File: src/rtl/synaptic_current_pkg.sv
// Shared constants and types for the synaptic current stage.
//   DATA_W            width of weight and current values
//   DEF_DECAY_SHIFT   default decay step shift (step = current >> shift)
//   DEF_DECAY_PERIOD  default cycles between decay steps
//   syn_state_e       IDLE / ACTIVE state of the current integrator
//   sat_add           unsigned add clamped at the all-ones value
package stdp_pkg;
  localparam int DATA_W           = 8;
  localparam int DEF_DECAY_SHIFT  = 2;
  localparam int DEF_DECAY_PERIOD = 4;

  typedef enum logic {IDLE = 1'b0, ACTIVE = 1'b1} syn_state_e;

  function automatic logic [DATA_W-1:0] sat_add(input logic [DATA_W-1:0] a,
                                                input logic [DATA_W-1:0] b);
    logic [DATA_W:0] s;
    s = {1'b0, a} + {1'b0, b};
    return s[DATA_W] ? '1 : s[DATA_W-1:0];
  endfunction
endpackage

File: src/rtl/synaptic_current_if.sv
// Signal bundle between the spike/weight source and synaptic_current.
//   pre_spike     presynaptic spike level
//   weight        synaptic weight, sampled when weight_valid is high
//   weight_valid  weight load strobe
//   current       synaptic current toward the postsynaptic neuron
//   active        integrator holds a non-zero current
//   evt_count     accepted spike events, modulo 256
// master = source side (testbench / upstream), slave = synaptic_current.
interface synaptic_current_if;
  import stdp_pkg::*;
  logic              pre_spike;
  logic [DATA_W-1:0] weight;
  logic              weight_valid;
  logic [DATA_W-1:0] current;
  logic              active;
  logic [7:0]        evt_count;

  modport master (output pre_spike, weight, weight_valid,
                  input  current, active, evt_count);
  modport slave  (input  pre_spike, weight, weight_valid,
                  output current, active, evt_count);
endinterface

File: src/rtl/synaptic_current_decay_tick.sv
// Decay prescaler: counts 0..PERIOD-1 while enabled and raises tick for
// the single cycle in which the count sits at PERIOD-1, then wraps.
// clr forces the count back to 0 and has priority over en.
//   clk, rst_n  clock, async active-low reset
//   en          count enable
//   clr         synchronous clear
//   tick        one-cycle decay strobe
module syn_decay_tick #(
  parameter int PERIOD = 4
) (
  input  logic clk,
  input  logic rst_n,
  input  logic en,
  input  logic clr,
  output logic tick
);
  localparam logic [7:0] LAST = 8'(PERIOD - 1);

  logic [7:0] cnt;

  // Not gated by clr: clr is derived from the next state, which itself
  // depends on tick.
  assign tick = en && (cnt == LAST);

  always_ff @(posedge clk or negedge rst_n) begin
    if (!rst_n)   cnt <= '0;
    else if (clr) cnt <= '0;
    else if (en)  cnt <= (cnt == LAST) ? '0 : cnt + 8'd1;
  end
endmodule

File: src/rtl/synaptic_current.sv
// Synaptic current integrator. A rising edge on pre_spike is one event:
// it adds the stored weight (saturating at 255) to the current and bumps
// evt_count. Between events the current decays geometrically every
// DECAY_PERIOD cycles by current >> DECAY_SHIFT (at least 1 while > 0).
//   clk, rst_n  clock, async active-low reset
//   bus         synaptic_current_if.slave (spike/weight in, current out)
// Build option SYN_EXP_DECAY_EN: when defined, the exponential-decay
// integrator above is built; when undefined, current is a one-cycle pulse
// of the stored weight after each event and no prescaler exists.
module synaptic_current
  import stdp_pkg::*;
#(
  parameter int DECAY_SHIFT  = DEF_DECAY_SHIFT,
  parameter int DECAY_PERIOD = DEF_DECAY_PERIOD
) (
  input  logic                clk,
  input  logic                rst_n,
  synaptic_current_if.slave   bus
);
  if (DECAY_SHIFT < 1 || DECAY_SHIFT > 7 ||
      DECAY_PERIOD < 1 || DECAY_PERIOD > 255) begin : g_bad_cfg
    $error("synaptic_current: DECAY_SHIFT or DECAY_PERIOD out of range");
  end

  logic [DATA_W-1:0] w_q, cur_q, cur_d;
  logic              spike_d;
  logic [7:0]        evt_q;
  logic              evt;
  syn_state_e        state_q, state_d;

  assign evt = bus.pre_spike & ~spike_d;

`ifdef SYN_EXP_DECAY_EN
  logic              tick;
  logic [DATA_W-1:0] step, base;

  // Prescaler runs only while ACTIVE and restarts on every drop to IDLE.
  syn_decay_tick #(.PERIOD(DECAY_PERIOD)) u_tick (
    .clk   (clk),
    .rst_n (rst_n),
    .en    (state_q == ACTIVE),
    .clr   (state_d == IDLE),
    .tick  (tick)
  );

  // Decay first, then add: an event landing on a tick builds on the
  // decayed value. w_q is the registered weight, so a same-cycle load
  // only takes effect for later events.
  always_comb begin
    step = cur_q >> DECAY_SHIFT;
    if (step == '0 && cur_q != '0) step = {{(DATA_W-1){1'b0}}, 1'b1};
    base  = tick ? cur_q - step : cur_q;
    cur_d = evt ? sat_add(base, w_q) : base;
  end
`else
  assign cur_d = evt ? w_q : '0;
`endif

  // ACTIVE exactly when the registered current is non-zero.
  always_comb begin
    state_d = state_q;
    case (state_q)
      IDLE:    if (cur_d != '0) state_d = ACTIVE;
      ACTIVE:  if (cur_d == '0) state_d = IDLE;
      default: state_d = IDLE;
    endcase
  end

  always_ff @(posedge clk or negedge rst_n) begin
    if (!rst_n) begin
      state_q <= IDLE;
      cur_q   <= '0;
      w_q     <= '0;
      spike_d <= 1'b0;
      evt_q   <= '0;
    end else begin
      state_q <= state_d;
      cur_q   <= cur_d;
      spike_d <= bus.pre_spike;
      if (bus.weight_valid) w_q <= bus.weight;
      if (evt) evt_q <= evt_q + 8'd1;
    end
  end

  assign bus.current   = cur_q;
  assign bus.active    = (state_q == ACTIVE);
  assign bus.evt_count = evt_q;
endmodule

File: src/flat_wrapper.sv
// flat-port wrapper written by rule: the top's interface ports become plain ports
module synaptic_current_flat import stdp_pkg::*;
#(
  parameter int DECAY_SHIFT  = DEF_DECAY_SHIFT,
  parameter int DECAY_PERIOD = DEF_DECAY_PERIOD
)
  (clk, rst_n, bus_pre_spike, bus_weight, bus_weight_valid, bus_current, bus_active, bus_evt_count);
  synaptic_current_if bus_i ();
  input  logic clk;
  input  logic rst_n;
  input wire logic [$bits(bus_i.pre_spike)-1:0] bus_pre_spike;
  input wire logic [$bits(bus_i.weight)-1:0] bus_weight;
  input wire logic [$bits(bus_i.weight_valid)-1:0] bus_weight_valid;
  output wire logic [$bits(bus_i.current)-1:0] bus_current;
  output wire logic [$bits(bus_i.active)-1:0] bus_active;
  output wire logic [$bits(bus_i.evt_count)-1:0] bus_evt_count;
  assign bus_i.pre_spike = bus_pre_spike;
  assign bus_i.weight = bus_weight;
  assign bus_i.weight_valid = bus_weight_valid;
  assign bus_current = bus_i.current;
  assign bus_active = bus_i.active;
  assign bus_evt_count = bus_i.evt_count;
  synaptic_current #(.DECAY_SHIFT(DECAY_SHIFT), .DECAY_PERIOD(DECAY_PERIOD)) u_core (.clk(clk), .rst_n(rst_n), .bus(bus_i));
endmodule
File: config.mk
export PLATFORM = sky130hd
export DESIGN_NAME = synaptic_current_flat
export DESIGN_NICKNAME = d
export VERILOG_FILES = /design/src/rtl/synaptic_current_pkg.sv /design/src/rtl/synaptic_current_if.sv /design/src/rtl/synaptic_current_decay_tick.sv /design/src/rtl/synaptic_current.sv /design/src/flat_wrapper.sv
export SDC_FILE = /design/constraint.sdc
export NUM_CORES = 1
export LEC_CHECK = 0
export ABC_AREA = 1
export CORE_MARGIN = 3
export CORE_UTILIZATION = 50
export CTS_BUF_LIST = sky130_fd_sc_hd__clkbuf_2
export DETAILED_ROUTE_END_ITERATION = 8
export PLACE_DENSITY = 0.84
export SYNTH_ARGS = -nofsm -noshare
export SYNTH_HDL_FRONTEND = slang
export SYNTH_HIERARCHICAL = 1
export SYNTH_SLANG_ARGS = --single-unit
File: constraint.sdc
create_clock -name clk -period 3.5 [get_ports clk]
set_clock_uncertainty 0.2 [all_clocks]
set_input_delay 0.7 -clock clk [delete_from_list [all_inputs] [get_ports clk]]
set_output_delay 0.7 -clock clk [all_outputs]
set_load 0.005 [all_outputs]
======== Word level (Yosys, flattened, before mapping) ========
Cells that the tools add are included.
word-level totals
  flip-flop bits (word level) ............. 26
  input port bits ......................... 12
  output and inout port bits .............. 17
  word-level logic and storage cells ...... 15
operators by class
  add/sub/neg operators ................... 1
  mux-type cells .......................... 4
  bitwise operators ....................... 3
  reductions and logical operators ........ 2
operators with widths
  cell                                                            number
  8-bit by 1-bit adder with 8-bit output (second input constant)  1
  8-bit zero test                                                 1
  8-bit two-way mux                                               1
  8-bit nonzero test                                              1
  1-bit two-way mux                                               2
  1-bit NOT                                                       2
  1-bit one-hot mux with 2 select lines                           1
  1-bit bitwise AND                                               1

======== Logic depth before layout (Yosys ltp) ========
  depth after elaboration ................. 6
  depth in mapped cells ................... 7
  gate-level depth less buffers ........... 7

======== Least setup slack after synthesis ========
Ideal clock, no wire load.
  path type ............................... in2reg
  start ................................... input port bus_pre_spike
  end ..................................... register u_core.state_q, in the netlist u_core/bus.active
  setup time .............................. 0.125 ns
  arrival ................................. 1.107 ns
  setup slack ............................. 2.067 ns
  stages .................................. 5
  cells stage by stage .................... nand2_2 buf_6 nor2_2 nor2_1 nand3_1
on the way
  word-level cells in the longest chain between the ends .. 5
  elaborated cells between the ends (all ways) .. 7
ends and longest elaborated chain
  what                                                   RTL line                                        text
  start, declared                                        flat_wrapper.sv:11                              input wire logic [$bits(bus_i.pre_spike)-1:0] bus_pre_spike;
  1-bit bitwise AND (*)                                  synaptic_current.sv:31                          assign evt = bus.pre_spike & ~spike_d;
  8-bit two-way mux (*)                                  synaptic_current.sv:56                          assign cur_d = evt ? w_q : '0;
  via u_core.cur_d[0]                                    synaptic_current.sv:25                          logic [DATA_W-1:0] w_q, cur_q, cur_d;
  8-bit zero test or 8-bit nonzero test (tied branches)  synaptic_current.sv:64, synaptic_current.sv:63
  1-bit two-way mux, on equally long branches            synaptic_current.sv:64, synaptic_current.sv:63
  1-bit one-hot mux with 2 select lines (*)              synaptic_current.sv:62                          case (state_q)
  via u_core.state_d                                     synaptic_current.sv:29                          syn_state_e state_q, state_d;
  end signal, assigned                                   synaptic_current.sv:77                          state_q <= state_d;
  end, declared                                          synaptic_current.sv:29
The timed path passes the listed nets; every way through them passes the cells marked *.
A chain may end at the register's enable or synchronous reset.

======== Worst setup path in the final report ========
  start ................................... register u_core.evt_q[3], in the netlist u_core/bus.evt_count[3]
  end ..................................... output port bus_evt_count[3]
RTL lines
  what                    RTL line                text
  start, declared         synaptic_current.sv:27  logic [7:0] evt_q;
  start signal, assigned  synaptic_current.sv:81  if (evt) evt_q <= evt_q + 8'd1;
  end, declared           flat_wrapper.sv:16      output wire logic [$bits(bus_i.evt_count)-1:0] bus_evt_count;
No word-level cell between the ends.

==> flow_summary_export.csv <==
group,metric,value,unit
cts,cts_setup_buffers,0,
die,rows,15,
placement,pre_cts_ws,1280,ps
power_and_ir_drop,vdd_drop_max,0.258,mV
sta,fin_crit,2230,ps
setup_path,path_delay_family,"buffers and inverters",
power_and_ir_drop,internal_power,473,uW
logic_synthesis,synth-seq-cells,26,
cts,hold_buffers,0,
setup_path,critPathArrivalTime,1330,ps
power_and_ir_drop,p_leak,0.667,nW
sta,setup_violations,0,
grt,grt_max_degree,27,
layout,mostFrequentLayoutCells,"28 x clkdlybuf4s50_1, 26 x dfrtp_1, 25 x nand2_1, 16 x inv_1, 9 x nor2_1",
setup_path,cp_max_fo,5,
cts,tritoncts,"yes",
sta,hold_viol_final,0,
routing,avgViaCountPerCell,4.81,
routing,drtPass1Iterations,5,
placement,numPortBuffers,28,
die,core_area,0.00184,mm2
power_and_ir_drop,finalPower,665,uW
sta,setup_ws,1270,ps
setup_path,critPathMaxStageDelay,530,ps
routing,drcViolationCount,0,
power_and_ir_drop,powerDensity,494,mW/mm2
setup_path,crit_slowest_cell,"clkdlybuf4s50_1",
power_and_ir_drop,p_sw_frac,0.288,
grt,grt_antenna_before_repair,0,
logic_synthesis,synth_top_area_share,0.633,
sta,hold_slack,338,ps
power_and_ir_drop,p_comb_frac,0.264,
die,boundaryPins,29,
outcome,status,"finished clean",
logic_synthesis,synthTopCellsByArea,"dfrtp_1 63%, nand2_1 9.1%, inv_1 5.8%",
sta,maxSlewViolCount,0,
power_and_ir_drop,p_switching,192,uW
setup_path,path_buf_inv,1,
grt,grt_pass1_vias,776,
cts,cts_root_buf,"clkbuf_2",
layout,n_antenna_cell,0,
layout,nFillCells,144,
layout,nNetsFinal,149,
routing,drt_iter0_markers,13,
die,fp.dieW,51.3,um
sta,slew_headroom,0.712,
layout,multi_input_area,300,um2
logic_synthesis,yosys_warnings,6,
logic_synthesis,syn_avg_cell_area,9.88,um2
sta,fmax,448,MHz
routing,routed_wl,1.99,mm
logic_synthesis,ys_seq_area_frac,0.633,
power_and_ir_drop,clockPowerShare,0.156,
layout,seq_area,651,um2
layout,mostFrequentLayoutCell,"clkdlybuf4s50_1",
cts,clk_latency,330,ps
logic_synthesis,syn_inst,104,
setup_path,start_kind,"flip-flop",
setup_path,worstPathCellList,"clkdlybuf4s50_1",
cts,clock_path_buffers,2,
logic_synthesis,syn_nets,117,
sta,post-route-period-util,0.638,
cts,ctsHtreeMaxLevel,1,
layout,final_core_util,0.731,
grt,grt_usage,0.172,
routing,postRouteAntennaNets,0,
layout,drive_above_1_share,0.0746,
routing,num_vias,765,
placement,gp_congestion,0.835,
sta,rsz0062_at_grt,"no",
setup_path,required,2600,ps
cts,cts_sinks,26,
die,die_area,0.00263,mm2
grt,overflow,0,
cts,cts-buffers-inserted,3,
logic_synthesis,synth_area_leader_cell,"dfrtp_1",
power_and_ir_drop,seqPwrFrac,0.580,
routing,wl_per_cell,12.5,um
grt,grt_pass1_wl,3.37,mm
die,start_util,0.559,
sta,tns,0,ps
cts,post_cts_resized,0,
hold_path,hp-class,"reg2reg",
sta,worstMarginPinSlew,430,ps
setup_path,cp-end-kind,"output port",
logic_synthesis,synth_cell_types,17,
die,die_h,51.3,um
layout,area_growth,30.9,%
logic_synthesis,syn_area,0.00103,mm2
cts,clk_pin_slew,230,ps
job,drv_cap,0,
setup_path,worst-setup-path-type,"reg2out",
[logic make-up after synthesis]
| logic type | Yosys count | synth area share |
|---|---|---|
| xor gates and xnor gates | 4 | 0.0341 |
| DFF | 26 | 0.633 |
| buffers and inverters | 18 | 0.0743 |
| and+or+nand+nor | 45 | 0.191 |
| adders and majority gates | 1 | 0.0122 |
| AOI/OAI and AO/OA | 9 | 0.0438 |
| muxes | 1 | 0.0110 |
[synth_stat cells, drive strengths merged]
library cell,count
a21oi,2
buf,2
dfrtp,26
ha,1
inv,16
mux2,1
nand2,26
nand3,5
nand3b,1
nor2,13
o21ai,7
xnor2,2
xor2,2
[per-layer routing]
| layer | routed length, um | global-route usage |
|---|---|---|
| met3 | 105 | 0.0262 |
| met2 | 1090 | 0.328 |
| met4 | 0 | 0.0524 |
| met1 | 793 | 0.194 |
| met5 | 0 | 0 |
[sequential cells by signal, indices dropped and copies added, names as in the netlist]
register / cells
u_core/bus.active: 1
u_core/bus.current: 8
u_core/bus.evt_count: 8
u_core/spike_d: 1
u_core/w_q: 8
[metrics by stage]
step | instances | instance area, um2
after global routing | 159 | 1350
after floorplan | 104 | 1030
final | 159 | 1350
after CTS | 159 | 1350
after detailed placement | 156 | 1330
after global placement | 156 | 1330
[area by class of cell]
type,instances,area share
well taps,25,0.0233
clock buffers,3,0.0112
multi-input cells,60,0.223
flip-flops and latches,26,0.484
inverters,16,0.0447
repair buffers,29,0.214
[power by group through the flow]
| stage | logic [mW] | registers, mW | clock network, mW |
|---|---|---|---|
| 4_1_cts | 0.180 | 0.386 | 0.105 |
| 2_1_floorplan | 0.0680 | 0.390 | 0 |
| 5_1_grt | 0.191 | 0.394 | 0.120 |
| 3_5_place_dp | 0.179 | 0.392 | 0 |
| 6_report | 0.175 | 0.385 | 0.104 |
| 3_3_place_gp | 0.168 | 0.391 | 0 |
[worst paths after layout]
check,from,to,slack [ps],depth (start not counted)
setup / recovery,u_core/bus.evt_count[3],bus_evt_count[3],1270,1
hold / removal,u_core/bus.evt_count[4],u_core/bus.evt_count[4],340,1
setup reg to reg,u_core/spike_d,u_core/bus.active,2090,7
hold reg to reg,u_core/bus.evt_count[4],u_core/bus.evt_count[4],340,1
max in group asynchronous,rst_n,u_core/w_q[3],2360,2
min in group asynchronous,rst_n,u_core/spike_d,490,2
No activity file was read; power rests on OpenSTA's default activity.
==> RTL change 1: new RTL, same settings <==
Build with the macro `SYN_EXP_DECAY_EN` defined.
--- a/src/rtl/synaptic_current.sv
+++ b/src/rtl/synaptic_current.sv
@@ -7,6 +7,8 @@
 // Build option SYN_EXP_DECAY_EN: when defined, the exponential-decay
 // integrator above is built; when undefined, current is a one-cycle pulse
 // of the stored weight after each event and no prescaler exists.
+`define SYN_EXP_DECAY_EN
+
 module synaptic_current
   import stdp_pkg::*;
 #(
Behaviour: not the same (Yosys sat finds a counterexample within 4 cycles, from zero or initial values and one cycle with rst_n low).
==> RTL change 1 against the original RTL <==
  * The flow now finishes with violations (negative setup slack)
  * Cell area rose to 2.6 times the old value
  * Critical path depth rose by 24
  * Combinational power rose to 12 times the old value
  * Worst setup slack got worse by 1600 ps
  * Total power rose to 4.5 times the old value
  * First-iteration DRC count rose to 7.6 times the old value
  * Synthesized area rose by 150%
  * Sequential cell count rose by 8
  * Hold slack got worse by 32 ps
  * Wire length rose to 3.1 times the old value
  * Cell count rose to 3.1 times the old value
  * Critical endpoint is now u_core/u_tick/cnt[3]
==> RTL change 1: results (changes against the original RTL) <==
[clocking]
h-tree-depth = 2  ; +1
clk_latency_ps = 400  ; +70 ps
root_buffer = clkbuf_2
path_clk_slew_ps = 190  ; -40 ps
clock_tree.buffer_depth = 2  ; unchanged
cts_buffers = 5  ; +2

[drt]
first_pass_iters = 4  ; -1
post_drt_wl_per_cell_um = 12.65  ; +0.91%
ant_nets = 0  ; unchanged
wl_um = 6274  ; +210%
vias = 2468  ; +220%
drt_iter0_markers = 99  ; +86

[logic_synthesis]
syn_nets = 377  ; +220%
synthTopCellsByCount = nand2_1, inv_1, nand3_1
yosysUniqueCellTypes = 33  ; +16
yosysWarningCount = 6  ; unchanged
syn_inst = 346  ; +230%
postSynth.asyncResetShare = 1.000  ; unchanged
yosysSeqAreaShare = 0.3366  ; -0.2967
synth_flop_cell = dfrtp_1
synthTopCellsByArea = dfrtp_1, nand2_1, ha_1

[placement]
place_hpwl_um = 4580
place.gp.congestion = 0.9101  ; +9.0%
io_buffers = 28  ; unchanged
placedCellCount = 475  ; +200%
place_ws_ps = -390.3  ; -1673 ps
place_area_um2 = 3227  ; +140%

[worst_setup_path]
critPathSlowestCell = dfrtp_1
cp_max_fo = 5  ; unchanged
max_stage_delay_ps = 450  ; -80 ps
arrival_ps = 4000  ; +2670 ps

[outcome]
violations = negative setup slack
status = finished with violations

[power_and_ir_drop]
peakVddDrop_v = 0.0004948  ; +92%
leakage_nw = 1.816  ; +170%

[layout]
antenna_cells = 0  ; unchanged
drive_above_1_share = 0.3147  ; +0.2401
final.fill_count = 375  ; +160%
nNetsFinal = 459  ; +210%

[timing]
setup_viol = 9  ; +9
tns_ps = -2660  ; -2660 ps
tightest_slew_ps = 426.5  ; -3.458 ps
postLayoutSetupSlackWorst_ps = -374.1  ; -1642 ps

[worst_hold_path]
hold_class = reg2reg

[global_routing]
antenna_found_initial = 0  ; unchanged
grt_pass1_vias = 2422  ; +210%
grt_usage = 0.2164  ; +0.04449
grt_max_degree = 35  ; +30%
grt_pass1_wl_um = 10390  ; +210%

RTL change 1: cell families (layout without fill, tap and decap cells):
logic type / after synthesis / after routing / share of synthesized area
simple gates: 199 / 199 / 0.3515
compound gates: 14 / 14 / 0.04159
flops: 34 / 34 / 0.3366
xor+xnor: 11 / 11 / 0.03812
buf+inv: 61 / 144 / 0.09653
fa+ha+maj: 19 / 19 / 0.1000
mux: 8 / 8 / 0.03564
RTL change 1: final timing paths:
kind | from | to | slack [ps] | depth (start not counted)
worst min register to register | u_core/bus.evt_count[6] | u_core/bus.evt_count[6] | 310 | 1
min in group asynchronous | rst_n | u_core/u_tick/cnt[5] | 470 | 2
worst max register to register | u_core/bus.current[5] | u_core/u_tick/cnt[3] | -370 | 25
max in group asynchronous | rst_n | u_core/bus.evt_count[3] | 2310 | 2
worst min-delay path | u_core/bus.evt_count[6] | u_core/bus.evt_count[6] | 310 | 1
worst max-delay path | u_core/bus.current[5] | u_core/u_tick/cnt[3] | -370 | 25
RTL change 1: worst max-delay path, delay by kind of cell, from the launching register on:
family | cells | cell delay, ps
AOI/OAI and AO/OA | 3 | 480
xor gates and xnor gates | 1 | 150
adders and majority gates | 3 | 860
buffers and inverters | 4 | 310
DFF | 1 | 450
and+or+nand+nor | 14 | 1350
RTL change 1: power by group:
part | leakage [nW] | internal (W) | switching (W)
registers | 0.402 | 0.000495 | 0.000101
logic | 1.36 | 0.00101 | 0.00108
clock network | 0.0506 | 0.000190 | 0.000140
total | 1.82 | 0.00169 | 0.00132
RTL change 1: timing repair:
item | 4_1_cts | 5_1_grt
pin swaps | 12 | 22
gates resized for setup | 18 | 11
setup buffers | 6 | 7
endpoints found under the setup margin | 9 | 16
cloned | 0 | 0
endpoints found under the hold margin | 0 | 0
RTL change 1: layout make-up:
class / count / area (um^2) / share of cell area
tap: 67 / 83.83 / 0.02370
inverter: 57 / 216.5 / 0.06120
timing repair buffer: 79 / 663.1 / 0.1875
clock buffer: 5 / 25.02 / 0.007075
multi-input combinational: 251 / 1634 / 0.4620
clock inverter: 3 / 63.81 / 0.01804
sequential: 34 / 850.8 / 0.2405
RTL change 1: stage by stage:
step	total power (W)	hold slack [ps]
6_report	0.003013	306.3
5_1_grt	0.003260	339.7
2_1_floorplan	0.001681	204.4
3_5_place_dp	0.002392	286.4
4_1_cts	0.002867	311.3
3_3_place_gp	0.002334	257.5
RTL change 1: per-layer routing:
metal | share of wire | global-route usage | vias to the layer above
met3 | 0.034 | 0.04225 | 15
met4 | 0.024 | 0.07829 | 0
li1 | - | - | 1243
met2 | 0.50 | 0.3789 | 58
met1 | 0.44 | 0.2632 | 1152
met5 | 0 | 0 | -
==> RTL change 2: new RTL, same settings <==
Without the edit above. Make the reset (`rst_n`) synchronous in one clocked block. Comments in the files are not updated.
--- a/src/rtl/synaptic_current.sv
+++ b/src/rtl/synaptic_current.sv
@@ -66,7 +66,7 @@
     endcase
   end
 
-  always_ff @(posedge clk or negedge rst_n) begin
+  always_ff @(posedge clk) begin
     if (!rst_n) begin
       state_q <= IDLE;
       cur_q   <= '0;
Formal check against the unedited RTL: differs if rst_n is asserted again (counterexample within 4 cycles, from zero or initial values and one cycle with rst_n low); with rst_n held inactive, the same outputs for 10 cycles.
==> RTL change 2 against the original RTL <==
  * Sequential share of layout area fell by 8.5 points
  * Sequential cell count did not move
  * Hold slack got worse by 60 ps
  * Wire length fell by 2.2%
  * Worst setup slack got worse by 26 ps
  * Cell area fell by 3.0%
  * Critical path depth did not move
  * Synthesized area fell by 6.2%
Power is not compared: it rests on default switching activity, and its combinational part moved more than twofold at a synthesized area within 25%.
==> RTL change 2: results (changes against the original RTL) <==
[global_routing]
overflow = 0  ; unchanged
grt_usage = 0.1693  ; -0.002566
grt_max_degree = 19  ; -30%
grt_pass1_wl_um = 3167  ; -5.9%
grt_pass1_vias = 766  ; -1.3%

[layout]
stdcell_count = 178  ; +12%
drive_above_1_share = 0.04575  ; -0.02888

[timing]
max_slew_margin = 0.6391  ; -0.07331

[outcome]
status = finished, final reports clean

[drt]
drt_iter0_markers = 23  ; +10
vias = 864  ; +13%
first_pass_iters = 4  ; -1
post_drt_wl_per_cell_um = 10.96  ; -13%

[logic_synthesis]
synthTopCellsByCount = dfxtp_1, inv_1, nand2_1
syn_inst = 124  ; +19%
synth_flop_cell = dfxtp_1
syn_nets = 137  ; +17%
synthTopCellsByArea = dfxtp_1, o21ai_0, inv_1
yosysSeqAreaShare = 0.5403  ; -0.09311

[clocking]
clk_latency_ps = 360  ; +30 ps
path_clk_slew_ps = 250  ; +20 ps

[worst_setup_path]
worst-r2r-cell-count = 6  ; -1
arrival_ps = 1360  ; +30 ps
cp_max_fo = 6  ; +1

[worst_hold_path]
holdPathStages = 2  ; +1

[placement]
place_hpwl_um = 1427
placedCellCount = 174  ; +12%

RTL change 2: cell count changes after synthesis, moves of 7 or more:
cell	change
dfxtp_1	+26
o21ai_0	+7
nor3_1	+8
a21oi_1	+10
nand2_1	-8
dfrtp_1	-26
RTL change 2: cell type report:
| class | instances | area (um^2) |
|---|---|---|
| Fill cell | 144 | 459.2 |
| Clock inverter | 1 | 30.03 |
| Sequential cell | 26 | 520.5 |
| Clock buffer | 3 | 15.01 |
| Timing Repair Buffer | 28 | 280.3 |
| Inverter | 19 | 71.32 |
| Tap cell | 25 | 31.28 |
| Multi-Input combinational cell | 76 | 356.6 |
RTL change 2: worst paths after layout:
kind / from / end / slack, ps
min: u_core/w_q[3] / u_core/bus.current[3] / 280
max: u_core/bus.evt_count[3] / bus_evt_count[3] / 1240
min reg2reg: u_core/w_q[3] / u_core/bus.current[3] / 280
max reg2reg: u_core/bus.evt_count[0] / u_core/bus.evt_count[6] / 2120
RTL change 2: where the power goes:
part / internal, W / leakage (nW) / switching, W
Sequential: 0.000310 / 0.213 / 0.00000663
Combinational: 0.0000302 / 0.297 / 0.0000279
Clock: 0.0000983 / 0.0266 / 0.0000914
Total: 0.000438 / 0.537 / 0.000126
RTL change 2: per-stage QoR:
stage,hold slack (ps),setup WS (ps),cell area (um^2)
global route,274.1,1161,1305
global placement,248.0,1131,1260
CTS,279.2,1229,1305
floorplan,235.0,2044,963.4
detailed placement,251.3,1032,1260
finish,278.1,1242,1305
RTL change 2: per-layer routing:
| metal | GRT usage | routed length [um] | vias to the layer above | share of wire |
|---|---|---|---|---|
| met5 | 0 | 0 | - | 0 |
| li1 | - | - | 457 | - |
| met4 | 0.09677 | 41 | 0 | 0.021 |
| met1 | 0.2120 | 881 | 368 | 0.45 |
| met2 | 0.2643 | 891 | 34 | 0.46 |
| met3 | 0.03927 | 135 | 5 | 0.069 |
RTL change 2: kinds of logic after synthesis:
group                    synth area share
flip-flops                         0.5403
adder cells (fa/ha/maj)           0.01298
AO/OA/AOI/OAI                      0.1351
AND/OR/NAND/NOR                    0.2221
buffers and inverters             0.08960
